## src/rtl/full_adder.sv

```systemverilog
// ============================================================================
// Module   : full_adder
// Brief    : WIDTH-bit ripple-carry adder with optional one-cycle output register.
//            Define FULL_ADDER_CHECK_EN to add a sticky err output fed by a
//            behavioural reference comparison.
// Revision : 1.0 - initial release
// ============================================================================
`default_nettype none

module full_adder #(
    parameter int WIDTH   = 1,
    parameter bit REG_OUT = 1'b1
) (
    input  logic             clk,
    input  logic             rst,
    input  logic [WIDTH-1:0] A,
    input  logic [WIDTH-1:0] B,
    input  logic             Cin,
    input  logic             in_valid,
    output logic             Cout,
    output logic [WIDTH-1:0] S,
    output logic             out_valid
`ifdef FULL_ADDER_CHECK_EN
    ,
    output logic             err
`endif
);

    logic [WIDTH:0]   w_carry;
    logic [WIDTH-1:0] w_sum;

    assign w_carry[0] = Cin;

    generate
        for (genvar i = 0; i < WIDTH; i++) begin : g_cell
            logic w_prop;
            assign w_prop       = A[i] ^ B[i];
            assign w_sum[i]     = w_prop ^ w_carry[i];
            assign w_carry[i+1] = (A[i] & B[i]) | (w_carry[i] & w_prop);
        end
    endgenerate

    generate
        if (REG_OUT) begin : g_reg_out
            logic [WIDTH-1:0] r_s_q;
            logic [WIDTH-1:0] w_s_d;
            logic             r_cout_q;
            logic             w_cout_d;
            logic             r_valid_q;

            // Result registers hold while no new operands arrive.
            assign w_s_d    = in_valid ? w_sum : r_s_q;
            assign w_cout_d = in_valid ? w_carry[WIDTH] : r_cout_q;

            always_ff @(posedge clk) begin
                if (rst) begin
                    r_s_q     <= '0;
                    r_cout_q  <= 1'b0;
                    r_valid_q <= 1'b0;
                end else begin
                    r_s_q     <= w_s_d;
                    r_cout_q  <= w_cout_d;
                    r_valid_q <= in_valid;
                end
            end

            assign S         = r_s_q;
            assign Cout      = r_cout_q;
            assign out_valid = r_valid_q;
        end else begin : g_comb_out
            assign S         = w_sum;
            assign Cout      = w_carry[WIDTH];
            assign out_valid = in_valid;
        end
    endgenerate

`ifdef FULL_ADDER_CHECK_EN
    logic [WIDTH:0] w_ref;
    logic [WIDTH:0] w_ref_cmp;
    logic           w_mismatch;
    logic           r_err_q;
    logic           w_err_d;

    assign w_ref = {1'b0, A} + {1'b0, B} + {{WIDTH{1'b0}}, Cin};

    generate
        if (REG_OUT) begin : g_ref_reg
            logic [WIDTH:0] r_ref_q;
            logic [WIDTH:0] w_ref_d;

            // Reference is pipelined alongside the datapath so it lines up with out_valid.
            assign w_ref_d = in_valid ? w_ref : r_ref_q;

            always_ff @(posedge clk) begin
                if (rst) begin
                    r_ref_q <= '0;
                end else begin
                    r_ref_q <= w_ref_d;
                end
            end

            assign w_ref_cmp = r_ref_q;
        end else begin : g_ref_comb
            assign w_ref_cmp = w_ref;
        end
    endgenerate

    assign w_mismatch = out_valid && ({Cout, S} != w_ref_cmp);
    assign w_err_d    = r_err_q | w_mismatch;

    always_ff @(posedge clk) begin
        if (rst) begin
            r_err_q <= 1'b0;
        end else begin
            r_err_q <= w_err_d;
        end
    end

    assign err = r_err_q;
`endif

endmodule

`default_nettype wire

```

## config.mk

```make
export PLATFORM = sky130hd
export DESIGN_NAME = full_adder
export DESIGN_NICKNAME = d
export VERILOG_FILES = /design/src/rtl/full_adder.sv
export SDC_FILE = /design/constraint.sdc
export NUM_CORES = 1
export LEC_CHECK = 0
export CAP_MARGIN = 20
export CELL_PAD_IN_SITES_DETAIL_PLACEMENT = 1
export CELL_PAD_IN_SITES_GLOBAL_PLACEMENT = 2
export CORE_AREA = 2 2 39 41
export CTS_BUF_LIST = sky130_fd_sc_hd__clkbuf_4 sky130_fd_sc_hd__clkbuf_8 sky130_fd_sc_hd__clkbuf_16
export CTS_CLUSTER_DIAMETER = 30
export DETAILED_ROUTE_END_ITERATION = 7
export DIE_AREA = 0 0 41 43
export PLACE_DENSITY = 0.53
export SETUP_SLACK_MARGIN = 0.5
export SLEW_MARGIN = 15
export SYNTH_ARGS = -nofsm -noshare
export SYNTH_HDL_FRONTEND = slang
export SYNTH_SLANG_ARGS = --single-unit
export TNS_END_PERCENT = 30
```

## constraint.sdc

```tcl
create_clock -name clk -period 1 [get_ports clk]
set_input_delay 0.1 -clock clk [delete_from_list [all_inputs] [get_ports clk]]
set_output_delay 0.1 -clock clk [all_outputs]
set_load 0.02 [all_outputs]
```

== Word-level counts from Yosys, hierarchy flattened ==
Cells that the tools add are included.
Storage, ports and cells
  bits in registers: 3
  bits in latches: 0
  bits in writable memories: 0
  memory bits (read-only): 0
  output and inout bits: 3
  word-level logic and storage cells: 8
  memories: 0
Operators by class
  $add $sub $neg: 0
  $mul: 0
  div/mod/pow operators: 0
  magnitude comparators: 0
  equal/unequal tests: 0
  shifts and indexed selects: 0
  muxes and demuxes: 0
  bitwise operators: 5
  reduce and logical (&&, ||, !) cells: 0
Operators by type and width (number)
  $and 1x1->1: 2
  $xor 1x1->1: 2
  $or 1x1->1: 1

== Depth between registers and ports, before layout ==
  word-level depth: 3
  gate-level depth with buffers: 3
  gate-level depth less buffers: 3

== Worst setup path after synthesis ==
No wires, ideal clock.
  path type: input to register
  from: in A
  to: reg g_reg_out.r_s_q (netlist: S)
  data arrival time: 0.721 ns
  required time: 0.886 ns
  path slack: 0.165 ns
  cell stages on the path: 3
  cell sequence: fa_1 > mux2i_1 > nor2_1
Between the ends
  longest elaborated chain between the ends: 2
RTL lines
  start: declaration: line 16  | input logic [WIDTH-1:0] A,
  $xor 1x1->1: line 37  | assign w_prop = A[i] ^ B[i];
  $xor 1x1->1: line 38  | assign w_sum[i] = w_prop ^ w_carry[i];
  end signal: assignment: line 61  | r_s_q <= w_s_d;
  end: declaration: line 45  | logic [WIDTH-1:0] r_s_q;
No other way between the ends.
A chain may end at the register's enable or synchronous reset.

== Final worst setup path ==
  from: reg g_reg_out.r_cout_q (netlist: Cout)
  to: out Cout
RTL lines
  start: declaration: line 47  | logic r_cout_q;
  start signal: assignment: line 62  | r_cout_q <= w_cout_d;
  end: declaration: line 20  | output logic Cout,
No word-level cell between the ends.

==> results.json <==
{
  "use_met3_pct": 7.85,
  "r2r-end": "Cout$_SDFFE_PP0P_",
  "antenna_found_initial": 0,
  "grt_pass1_wl_um": 552,
  "p_leak_nw": 0.112,
  "cp_data_arrival_time_ns": 0.68,
  "cts_htree_levels": 1,
  "clock_power_share_pct": 54.8,
  "final_common_cell": "clkbuf_4",
  "rsz0062_at_grt": "yes",
  "grt_use_total_pct": 6.16,
  "cts_tree": "built",
  "yosys.cell_types.count": 5,
  "hp-class": "in -> reg",
  "clk_latency_ns": 0.24,
  "overflow": 0,
  "initial_utilization_pct": 8.23,
  "gp_congestion": 0.596,
  "placeableCoreArea_sq_um": 1380,
  "syn_inst": 9,
  "finClkSkew_ns": 0,
  "hold_ws_ns": 0.286,
  "synthTopCellsByArea": "dfxtp_1 53%, fa_1 18%, mux2i_1 18%",
  "fin_nets": 30,
  "grt_max_degree": 4,
  "die_h_um": 43,
  "slowest_stage": "dfxtp_2",
  "rrSetupSlack_ns": 0.28,
  "path_max_fanout": 2,
  "num_vias": 117,
  "regToRegStartpoint": "Cout$_SDFFE_PP0P_",
  "drt_wl_total_um": 339,
  "cp_top_family": "flip-flops",
  "cp-end-kind": "primary output",
  "grt_busiest_layer": "met4",
  "diodes": 0,
  "comb_power_share_pct": 15.0,
  "rr_worst_depth": 3,
  "crit_type": "reg -> out",
  "tightest_slew_ns": 0.139,
  "maxCapViolations": 0,
  "path_depth": 1,
  "finalMaxSlewViolations": 0,
  "met2_usage_pct": 4.69,
  "grt_pass1_vias": 122,
  "fmax_ghz": 1.28,
  "numCtsBuffers": 3,
  "fp.dieW_um": 41,
  "crit_path_end": "Cout",
  "cts.clk_slew.worst_paths_ns": 0.04,
  "cp-start-kind": "register",
  "syn_nets": 16,
  "synth_area_leader_cell": "dfxtp_1",
  "p_int_w": 0.000345,
  "yosysTopAreaCellShare_pct": 52.7,
  "cp-startpoint": "Cout$_SDFFE_PP0P_",
  "power_switching_w": 0.000104,
  "area_delta_synth_final_pct": 109,
  "relSlewSlack_pct": 90.4,
  "irDropWorstVdd_mv": 0.407,
  "critPathMaxStageDelay_ns": 0.33,
  "detail-route-antenna-nets": 0,
  "finalPower_w": 0.000449,
  "drive_gt1_share_pct": 59.1,
  "ios": 9,
  "root_buffer": "clkbuf_4",
  "worstPathRequired_ns": 0.90,
  "status": "completed",
  "syn_area_per_cell_sq_um": 12.7,
  "use_met1_pct": 6.21,
  "drt_iter0_drc": 1,
  "crit_buf_inv": 1,
  "io_buffers": 8,
  "seq_area_frac_synth_pct": 52.7,
  "nFillCells": 157,
  "die_area_sq_um": 1760,
  "setup_viol": 0,
  "power_frac_seq_pct": 30.2,
  "final_cell_mix": "4 x clkbuf_4, 3 x buf_2",
  "clock_sinks": 3,
  "fin_crit_sh_pct": 77.9,
  "first_pass_iters": 4,
  "synth.ff_latch_count": 3,
  "drc": 0,
  "wl_per_cell_um": 8.92,
  "yosysWarnings": 0,
  "min_period_ns": 0.779,
  "power_density_nw_per_um2": 1890,
  "vias_per_cell": 3.08,
  "rows": 14,
  "syn_area_sq_um": 114,
  "hold_viol": 0,
  "crit_path_cell_trace": "buf_6",
  "power.share.switching_pct": 23.3,
  "clockBufferDepth": 2
}
[worst min path at each step]
| stage | startpoint | endpoint | slack [ns] | cells past startpoint |
|---|---|---|---|---|
| 2_1_floorplan | rst | out_valid$_SDFF_PP0_ | 0.17 | 1 |
| 3_3_place_gp | S$_SDFFE_PP0P_ | S$_SDFFE_PP0P_ | 0.48 | 2 |
| 3_5_place_dp | S$_SDFFE_PP0P_ | S$_SDFFE_PP0P_ | 0.54 | 2 |
| 4_1_cts | B | Cout$_SDFFE_PP0P_ | 0.28 | 4 |
| 5_1_grt | B | Cout$_SDFFE_PP0P_ | 0.30 | 4 |
| 6_report | B | Cout$_SDFFE_PP0P_ | 0.29 | 4 |
[tightest hold or removal path, cell delays in order]
cell,delay (ns)
buf_2,0.09
fa_1,0.16
mux2i_1,0.07
nor2_1,0.07
[state kept, by name, indices dropped and copies added, names as in the netlist]
| signal | cells |
|---|---|
| Cout | 1 |
| S | 1 |
| out_valid | 1 |
[routing by layer]
| metal | part of all wire [%] | vias up | wire (um) |
|---|---|---|---|
| met1 | 41 | 47 | 138 |
| met3 | 21 | 4 | 72 |
| li1 | - | 54 | - |
| met4 | 6.2 | 0 | 21 |
| met2 | 32 | 12 | 107 |
| met5 | 0 | - | 0 |
[kinds of logic after synthesis]
| kind of cell | Yosys count | share of synthesized area (%) |
|---|---|---|
| flip-flops | 3 | 52.7 |
| AND/OR/NAND/NOR | 3 | 12.1 |
| multiplexers | 2 | 17.6 |
| adder cells (fa/ha/maj) | 1 | 17.6 |
[cell type report]
class	instances	area (sq um)	area share (%)
flip-flops and latches	3	62.6	26.3
clock buffers	4	30.0	12.6
repair buffers	9	71.3	30.0
well taps	16	20.0	8.42
multi-input cells	6	53.8	22.6
[Yosys cell counts]
| library cell | number |
|---|---|
| nor2_1 | 2 |
| dfxtp_1 | 3 |
| mux2i_1 | 2 |
| nor2b_1 | 1 |
| fa_1 | 1 |
[stage by stage]
stage	setup WS (ns)	area, sq um	utilization, %	instances	TNS, ns
global route	0.193	238	17.2	38	0
finish	0.221	238	17.2	38	0
floorplan	0.165	114	-	9	0
global placement	-0.296	221	16.0	34	-0.576
CTS	0.212	238	17.2	38	0
detailed placement	-0.357	221	16.0	34	-0.659
[power groups by stage]
stage               clock network, W  registers [W]   logic, W
floorplan                          0       0.000145  0.0000145
global placement                   0       0.000135  0.0000713
detailed placement                 0       0.000135  0.0000745
CTS                         0.000256       0.000136  0.0000680
global route                0.000267       0.000137  0.0000730
finish                      0.000246       0.000136  0.0000672
[timing repair]
action                                  CTS  global route
resized for setup                        31             0
hold buffers                              0             0
endpoints found under the setup margin    6             6
pin swaps                                 2             0
setup buffers                             0             0
(Power assumes the default switching activity.)
